$ cat src/rtl/tge_tx_status_collector_pkg.sv
// Shared types and constants for the 10GbE TX status collector.
// Field positions describe the packed software status word.
package tge_tx_status_collector_pkg;

  typedef enum logic {
    ST_IDLE,
    ST_IN_FRAME
  } frame_st_e;

  localparam int BIT_LINK     = 31;
  localparam int BIT_OVF_ST   = 30;
  localparam int BIT_AFULL    = 29;
  localparam int BIT_AFULL_ST = 28;
  localparam int ABORT_LSB    = 24;
  localparam int OVF_LSB      = 16;
  localparam int FRAME_LSB    = 0;

  localparam int FRAME_W = 16;
  localparam int OVF_W   = 8;
  localparam int ABORT_W = 4;

  localparam logic [OVF_W-1:0]   OVF_MAX   = 8'hFF;
  localparam logic [ABORT_W-1:0] ABORT_MAX = 4'hF;
  localparam logic [FRAME_W-1:0] FRAME_MAX = 16'hFFFF;

endpackage

$ cat src/rtl/tge_sat_counter.sv
// Event counter with synchronous clear; saturates at MAX or wraps.
// Reset outranks clear, clear outranks increment.
module tge_sat_counter #(
  parameter int           W   = 8,
  parameter bit           SAT = 1'b1,
  parameter logic [W-1:0] MAX = {W{1'b1}}
) (
  input  logic         clk,
  input  logic         rst,
  input  logic         clr,
  input  logic         inc,
  output logic [W-1:0] cnt
);

  logic at_max;

  assign at_max = SAT && (cnt == MAX);

  always_ff @(posedge clk) begin
    if (rst) begin
      cnt <= '0;
    end else if (clr) begin
      cnt <= '0;
    end else if (inc && !at_max) begin
      cnt <= cnt + 1'b1;
    end
  end

endmodule

$ cat src/rtl/tge_tx_status_collector.sv
// Collects 10GbE TX frame, overflow and abort statistics
// into one registered status word for software.
module tge_tx_status_collector
  import tge_tx_status_collector_pkg::*;
#(
  parameter bit ABORT_ON_LINK_DOWN = 1'b1
) (
  input  logic        user_clk,
  input  logic        user_rst,
  input  logic        tx_valid,
  input  logic        tx_end_of_frame,
  input  logic        tx_overflow,
  input  logic        tx_afull,
  input  logic        link_up,
  input  logic        status_clr,
  output logic [31:0] status_out
);

  frame_st_e st;

  logic link_q;
  logic afull_q;
  logic ovf_q;
  logic ovf_st;
  logic afull_st;
  logic frame_inc;
  logic abort_inc;
  logic ovf_rise;
  logic eof_beat;

  logic [FRAME_W-1:0] frame_cnt;
  logic [OVF_W-1:0]   ovf_cnt;
  logic [ABORT_W-1:0] abort_cnt;

  assign eof_beat = tx_valid & tx_end_of_frame;
  assign ovf_rise = tx_overflow & ~ovf_q;

  // A link drop inside a frame wins over a same-cycle EOF.
  always_comb begin
    frame_inc = 1'b0;
    abort_inc = 1'b0;
    unique case (st)
      ST_IDLE: begin
        frame_inc = link_up & eof_beat;
      end
      ST_IN_FRAME: begin
        if (!link_up) begin
          abort_inc = ABORT_ON_LINK_DOWN;
        end else begin
          frame_inc = eof_beat;
        end
      end
      default: ;
    endcase
  end

  always_ff @(posedge user_clk) begin
    if (user_rst) begin
      st <= ST_IDLE;
    end else begin
      unique case (st)
        ST_IDLE: begin
          if (link_up && tx_valid && !tx_end_of_frame) begin
            st <= ST_IN_FRAME;
          end
        end
        ST_IN_FRAME: begin
          if (!link_up || eof_beat) begin
            st <= ST_IDLE;
          end
        end
        default: st <= ST_IDLE;
      endcase
    end
  end

  always_ff @(posedge user_clk) begin
    if (user_rst) begin
      link_q   <= 1'b0;
      afull_q  <= 1'b0;
      ovf_q    <= 1'b0;
      ovf_st   <= 1'b0;
      afull_st <= 1'b0;
    end else begin
      link_q  <= link_up;
      afull_q <= tx_afull;
      ovf_q   <= tx_overflow;
      if (status_clr) begin
        ovf_st   <= 1'b0;
        afull_st <= 1'b0;
      end else begin
        ovf_st   <= ovf_st | tx_overflow;
        afull_st <= afull_st | tx_afull;
      end
    end
  end

  tge_sat_counter #(
    .W   (FRAME_W),
    .SAT (1'b0),
    .MAX (FRAME_MAX)
  ) u_frame_cnt (
    .clk (user_clk),
    .rst (user_rst),
    .clr (status_clr),
    .inc (frame_inc),
    .cnt (frame_cnt)
  );

  tge_sat_counter #(
    .W   (OVF_W),
    .SAT (1'b1),
    .MAX (OVF_MAX)
  ) u_ovf_cnt (
    .clk (user_clk),
    .rst (user_rst),
    .clr (status_clr),
    .inc (ovf_rise),
    .cnt (ovf_cnt)
  );

  tge_sat_counter #(
    .W   (ABORT_W),
    .SAT (1'b1),
    .MAX (ABORT_MAX)
  ) u_abort_cnt (
    .clk (user_clk),
    .rst (user_rst),
    .clr (status_clr),
    .inc (abort_inc),
    .cnt (abort_cnt)
  );

  always_comb begin
    status_out = '0;
    status_out[BIT_LINK]     = link_q;
    status_out[BIT_OVF_ST]   = ovf_st;
    status_out[BIT_AFULL]    = afull_q;
    status_out[BIT_AFULL_ST] = afull_st;
    status_out[ABORT_LSB +: ABORT_W] = abort_cnt;
    status_out[OVF_LSB +: OVF_W]     = ovf_cnt;
    status_out[FRAME_LSB +: FRAME_W] = frame_cnt;
  end

endmodule

$ cat config.mk
export PLATFORM = sky130hd
export DESIGN_NAME = tge_tx_status_collector
export DESIGN_NICKNAME = d
export VERILOG_FILES = /design/src/rtl/tge_tx_status_collector_pkg.sv /design/src/rtl/tge_sat_counter.sv /design/src/rtl/tge_tx_status_collector.sv
export SDC_FILE = /design/constraint.sdc
export NUM_CORES = 1
export LEC_CHECK = 0
export ABC_AREA = 1
export CAP_MARGIN = 25
export CELL_PAD_IN_SITES_DETAIL_PLACEMENT = 1
export CELL_PAD_IN_SITES_GLOBAL_PLACEMENT = 1
export CORE_MARGIN = 2
export CORE_UTILIZATION = 35
export DETAILED_ROUTE_END_ITERATION = 6
export GPL_ROUTABILITY_DRIVEN = 1
export GPL_TIMING_DRIVEN = 0
export PLACE_DENSITY_LB_ADDON = 0.2
export SYNTH_ARGS = -nofsm -noshare
export SYNTH_HDL_FRONTEND = slang
export SYNTH_HIERARCHICAL = 1
export SYNTH_SLANG_ARGS = --single-unit
$ cat constraint.sdc
create_clock -name user_clk -period 1.38 [get_ports user_clk]
set_input_delay 0.276 -clock user_clk [delete_from_list [all_inputs] [get_ports user_clk]]
set_output_delay 0.276 -clock user_clk [all_outputs]
set_load 0.03 [all_outputs]
==> results of run 1 <==
==> flip-flops by register name, summed over array words and instances (netlist names) <==
register,count
afull_q,1
afull_st,1
link_q,1
ovf_q,1
ovf_st,1
st,1
u_abort_cnt/cnt,4
u_frame_cnt/cnt,16
u_ovf_cnt/cnt,8
==> area by class of cell <==
type / count / area, µm² / area share [%]
clock buffers: 8 / 110 / 4.73
well taps: 67 / 83.8 / 3.60
plain buffers: 7 / 56.3 / 2.42
flip-flops and latches: 34 / 692 / 29.7
inverters: 31 / 118 / 5.05
multi-input cells: 175 / 915 / 39.3
repair buffers: 43 / 355 / 15.3
==> what timing repair did <==
| item | in CTS | in global routing |
|---|---|---|
| gates cloned | 0 | 1 |
| pin swaps | 7 | 2 |
| buffers inserted | 4 | 0 |
| resized for setup | 71 | 34 |
| setup endpoints to repair | 46 | 34 |
==> cell families (layout without fill, tap and decap cells) <==
logic type	Yosys count	after routing	synth area share, %
fa+ha+maj	3	3	2.19
buf+inv	38	89	10.2
simple gates	139	140	37.8
flops	34	34	39.7
compound gates	32	32	10.2
==> how the worst max path moves through the flow <==
| stage | cells past startpoint | endpoint | slack (ns) |
|---|---|---|---|
| after detailed placement | 11 | u_frame_cnt/cnt[13] | -0.51 |
| after floorplan | 7 | u_frame_cnt/cnt[13] | 0.03 |
| final | 1 | status_out[16] | 0.04 |
| after CTS | 1 | status_out[0] | 0.0009 |
| after global placement | 11 | u_frame_cnt/cnt[13] | -0.47 |
| after global routing | 1 | status_out[8] | -0.0008 |
==> through the flow <==
| step | setup TNS, ns | utilization, % | hold WS, ns | cells | setup slack, ns |
|---|---|---|---|---|---|
| 5_1_grt | -0.000831 | 49.3 | 0.418 | 365 | -0.000831 |
| 4_1_cts | 0 | 49.6 | 0.377 | 364 | 0.000901 |
| 3_5_place_dp | -8.28 | 46.4 | 0.473 | 352 | -0.509 |
| 3_3_place_gp | -7.26 | 46.4 | 0.462 | 352 | -0.470 |
| 6_report | 0 | 49.3 | 0.384 | 365 | 0.0415 |
| 2_1_floorplan | 0 | - | 0.347 | 246 | 0.0314 |
==> cell usage in the layout (no fill, tap or decap), types with 2 or more instances in the layout <==
| master | count |
|---|---|
| nor2_1 | 46 |
| nand2_1 | 45 |
| inv_1 | 29 |
| dfxtp_1 | 27 |
| a21oi_1 | 17 |
| clkbuf_2 | 13 |
| o21ai_0 | 10 |
| buf_4 | 10 |
| nand3_1 | 10 |
| nor2_2 | 9 |
| dlygate4sd2_1 | 9 |
| clkdlybuf4s15_2 | 9 |
| clkbuf_8 | 8 |
| nand4_1 | 6 |
| dfxtp_2 | 6 |
| nor2_4 | 6 |
| nand2_2 | 5 |
| clkdlybuf4s15_1 | 5 |
| nand2_4 | 4 |
| clkdlybuf4s50_1 | 3 |
| nand3_2 | 3 |
| ha_1 | 2 |
| o21a_1 | 2 |
| nor3_1 | 2 |
| nand3b_1 | 2 |
==> per-layer routing <==
| metal | GRT usage [%] | up-vias | part of all wire, % |
|---|---|---|---|
| met2 | 31.1 | 22 | 49 |
| met3 | 3.66 | 5 | 2.4 |
| met4 | 6.06 | 0 | 1.3 |
| li1 | - | 877 | - |
| met5 | 0 | - | 0 |
| met1 | 21.6 | 798 | 47 |
==> power by group through the flow <==
stage	logic, mW	clock network, mW	registers (mW)
4_1_cts	0.147	0.917	1.00
2_1_floorplan	0.0790	0	1.03
3_3_place_gp	0.147	0	1.03
3_5_place_dp	0.150	0	1.03
5_1_grt	0.162	0.950	1.00
6_report	0.147	0.885	1.00
==> impl_metrics.tcl, run 1 <==
set metrics [dict create \
    synth_commonest_cells "53 x nor2_1, 45 x nand2_1, 34 x dfxtp_1" \
    gp_congestion 0.793 \
    worstPathRequired_ns 1.10 \
    yosys.area.top_type "dfxtp_1" \
    fmax_mhz 747 \
    drive_above_1_share_pct 26.8 \
    synth_warnings 6 \
    cts_num_sinks 34 \
    grt_pass1_vias 1711 \
    start_util_pct 36.3 \
    ys_top_cells_by_area "dfxtp_1 40%, nor2_1 12%, nand2_1 9.9%, inv_1 6.4%, a21oi_1 5.0%" \
    path_cells "dlygate4sd2_1" \
    pwr-share-comb_pct 7.2 \
    n_fill_cell 607 \
    skew_ns 0.00430 \
    hold_viol 0 \
    drv_cap 0 \
    min_from "link_up" \
    worst_ir_drop_vdd_uv 470 \
    rows 25 \
    period_minus_slack_ns 1.34 \
    dpl_cell_area_um2 2190 \
    track_usage_pct 17.7 \
    hold_path_end "link_q" \
    clkPwrFrac_pct 43.5 \
    r2r_slack_ns 0.10 \
    routed_wl_um 4550 \
    cts_tree "yes" \
    hold_path_depth 3 \
    crit_type "reg -> out" \
    syn_inst 246 \
    drt_pre_antenna_iters 4 \
    async_flop_share_pct 0 \
    area_growth_pct 36.0 \
    core_um2 4720 \
    power.density_nw_per_um2 873 \
    place_hpwl_um 3240 \
    wire_per_inst_um 12.5 \
    vias 1702 \
    final_nets 308 \
    synth_flop_cell "dfxtp_1" \
    seq_area_frac_synth_pct 39.7 \
    cts_root_buf "clkbuf_8" \
    synth_seq_cells 34 \
    switchingPower_uw 475 \
    diodes 0 \
    worstSetupEndpointType "output port" \
    synth_edf_count 0 \
    setup.worst_path.start_class "register" \
    dieArea_um2 5470 \
    path_clk_slew_ns 0.07 \
    vias_per_cell 4.66 \
    syn_avg_cell_area_um2 6.96 \
    cp_slowest_cell "dlygate4sd2_1" \
    overflow 0 \
    synthMostInstantiatedCell "nor2_1" \
    p_total_mw 2.03 \
    slew_viol_final 0 \
    die_y_um 74.0 \
    min-delay-path-class "in -> reg" \
    p_int_mw 1.56 \
    synth_top_area_share_pct 39.7 \
    slew_headroom_pct 77.9 \
    ys_types 24 \
    die_x_um 74.0 \
    ios 40 \
    drt_iter0_drc 54 \
    worst_ep_arrival_time_ns 1.06 \
    tightestPinTransition_ns 0.331 \
    clk_latency_ns 0.29 \
    critPathBufInv 1 \
    seqPwrFrac_pct 49.3 \
    cts_max_path_buffers 2 \
    cts_buffers 5 \
    grt_pass1_wl_um 7510 \
    r2r_end "u_frame_cnt/cnt[8]" \
    critPathMaxFanout 5 \
    place.port_buffers 39 \
    setup_viol 0 \
    syn_area_um2 1710 \
    cp_top_family "buffers and inverters" \
    power.leakage_nw 1.00 \
    status "finished clean" \
    max_stage_delay_ns 0.41 \
    swShare_pct 23.3 \
    r2r_start "u_frame_cnt/cnt[0]" \
    finalCritPeriodShare_pct 97.0 \
    fin_area_um2 2330 \
    drc 0 \
    antenna_found_initial 0 \
    r2r_cells 6 \
    ant_nets 0 \
    grt_max_degree 11 \
    synth_nets 257 \
    cts_hold_buffers 0 \
    crit_start "u_ovf_cnt/cnt[0]" \
    htree_levels 2 \
]
Note: power is estimated with default switching activity, not from simulation.
==> run 2: changes to the inputs <==
- CORE_UTILIZATION: 35 -> 34
- SYNTH_HIERARCHICAL: 1 -> unset
==> impl_metrics.tcl, run 2 <==
set metrics [dict create \
    cts_tree "yes" \
    hold_viol 0 \
    synth_nets 259 \
    switchingPower_uw 458 \
    syn_inst 248 \
    skew_ns 0.00477 \
    die_x_um 74.4 \
    vias 1690 \
    dr_wl_met3_um 164 \
    die_y_um 74.4 \
    ys_types 24 \
    cts_num_sinks 34 \
    p_total_mw 1.91 \
    setup_viol 0 \
    seqPwrFrac_pct 52.3 \
    gp_congestion 0.776 \
    async_flop_share_pct 0 \
    slew_headroom_pct 75.6 \
    worst_ep_arrival_time_ns 1.06 \
    area_growth_pct 36.2 \
    grt_pass1_vias 1633 \
    p_int_mw 1.45 \
    synth_commonest_cells "55 x nand2_1, 44 x nor2_1, 34 x dfxtp_1" \
    dieArea_um2 5530 \
    finish.utilization_pct 48.2 \
    synth_flop_cell "dfxtp_1" \
    min-delay-path-class "in -> reg" \
    path_clk_slew_ns 0.07 \
    swShare_pct 24.0 \
    dpl_cell_area_um2 2160 \
    synth_seq_cells 34 \
    diodes 0 \
    reg.largest.list "u_frame_cnt.cnt (16), u_ovf_cnt.cnt (8), u_abort_cnt.cnt (4)" \
    grt_pass1_wl_um 7320 \
    overflow 0 \
    fin_area_um2 2290 \
    clkPwrFrac_pct 40.3 \
    finalWorstSetupSlack_ns 0.0478 \
    place.port_buffers 39 \
    setup.worst_path.start_class "register" \
    ant_nets 0 \
    clk_latency_ns 0.28 \
    status "finished clean" \
    ys_top_cells_by_area "dfxtp_1 40%, nand2_1 12%, nor2_1 9.8%, inv_1 7.1%, nand3_1 4.8%" \
    top_layer "met4" \
    syn_avg_cell_area_um2 6.79 \
    rsz0062_at_grt "true" \
    power.density_nw_per_um2 833 \
    pwr-share-comb_pct 7.4 \
    place_inst 354 \
    place_hpwl_um 3210 \
    worstSetupEndpointType "output port" \
    synth_top_area_share_pct 40.4 \
    cts_max_path_buffers 2 \
    wire_per_inst_um 12.0 \
    tightestPinTransition_ns 0.365 \
    power.leakage_nw 0.991 \
    htree_levels 2 \
    dp_slack_ns -0.309 \
    largest_register_ffs 16 \
    drive_above_1_share_pct 20.2 \
    drt_pre_antenna_iters 4 \
    whs_ns 0.397 \
    drc 0 \
    worstPathRequired_ns 1.10 \
    slew_viol_final 0 \
    drv_cap 0 \
    met2RoutedLength_um 2100 \
    cts_hold_buffers 0 \
    crit_type "reg -> out" \
    worst_ir_drop_vdd_uv 412 \
    n_fill_cell 634 \
    r2r_slack_ns 0.08 \
    cts_root_buf "clkbuf_8" \
    start_util_pct 35.4 \
    mostFrequentLayoutCells "54 x nand2_1, 43 x nor2_1, 32 x inv_1" \
    syn_area_um2 1680 \
    final_nets 307 \
    ios 40 \
    stdcell_count 364 \
    core_um2 4750 \
    top_register "u_frame_cnt.cnt" \
    cts_buffers 5 \
    drt_iter0_drc 59 \
    drt-met1-wl_um 2020 \
    finalCritPeriodShare_pct 96.5 \
    vias_per_cell 4.64 \
    antenna_found_initial 0 \
    critPathMaxFanout 2 \
    fmax_mhz 751 \
    yosys.area.top_type "dfxtp_1" \
    synth_warnings 0 \
    track_usage_pct 17.4 \
    final_common_cell "nand2_1" \
    synth_edf_count 0 \
    synthMostInstantiatedCell "nand2_1" \
    period_minus_slack_ns 1.33 \
    seq_area_frac_synth_pct 40.4 \
    grt_max_degree 11 \
    rows 25 \
    routed_wl_um 4360 \
    setup_tns_ns 0 \
]
run 2: cell types whose count changed after synthesis, moves of 4 or more:
cell / change
nand2_1: +10
nand3_1: +4
nor2_1: -9
nor3_1: +6
run 2: cell families (layout without fill, tap and decap cells):
kind of cell | count (synthesis) | in the layout | synth area share [%]
compound gates | 25 | 25 | 7.58
xor+xnor | 2 | 2 | 1.04
fa+ha+maj | 3 | 3 | 2.23
buf+inv | 41 | 90 | 10.3
flops | 34 | 34 | 40.4
simple gates | 143 | 143 | 38.4
run 2: final cells by class:
| cell class | count | area (µm²) | area share, % |
|---|---|---|---|
| inverter | 35 | 131 | 5.73 |
| multi-input combinational | 173 | 881 | 38.4 |
| tap | 67 | 83.8 | 3.66 |
| buffer | 6 | 45.0 | 1.97 |
| sequential | 34 | 692 | 30.2 |
| clock buffer | 7 | 86.3 | 3.77 |
| timing repair buffer | 41 | 368 | 16.0 |
| clock inverter | 1 | 5.00 | 0.218 |
run 2: metal layers:
metal / up-vias / global-route usage (%)
met5: - / 0
met4: 0 / 6.55
met3: 10 / 3.93
met2: 32 / 29.9
met1: 775 / 21.2
li1: 873 / -
run 2: what timing repair did:
| item | 4_1_cts | 5_1_grt |
|---|---|---|
| resized for setup | 55 | 38 |
| pin swaps | 0 | 3 |
| endpoints found under the setup margin | 34 | 42 |
| buffers inserted | 0 | 2 |
run 2: critical path: stages, from the launching register on:
cell,delay (ns)
dfxtp_1,0.33
buf_4,0.10
clkdlybuf4s15_1,0.35
run 2: power by group through the flow:
stage          logic [mW]  registers [mW]  clock network [mW]
2_1_floorplan      0.0723            1.03                   0
3_3_place_gp        0.137            1.02                   0
3_5_place_dp        0.140            1.02                   0
4_1_cts             0.137            1.00               0.804
5_1_grt             0.156            1.00               0.839
6_report            0.141           0.999               0.769
run 2: worst paths after layout:
path | from | endpoint | cells past startpoint
worst min-delay path | link_up | link_q | 3
worst max-delay path | ovf_st | status_out[30] | 2
worst max register to register | u_ovf_cnt.cnt[0] | u_ovf_cnt.cnt[0] | 7
worst min register to register | u_abort_cnt.cnt[0] | u_abort_cnt.cnt[0] | 1
==> run 3: changes to the inputs <==
- HOLD_SLACK_MARGIN: unset -> 0.15
==> results of run 3 <==
No change in the layout: final DEF, timing and power equal those of run 2.
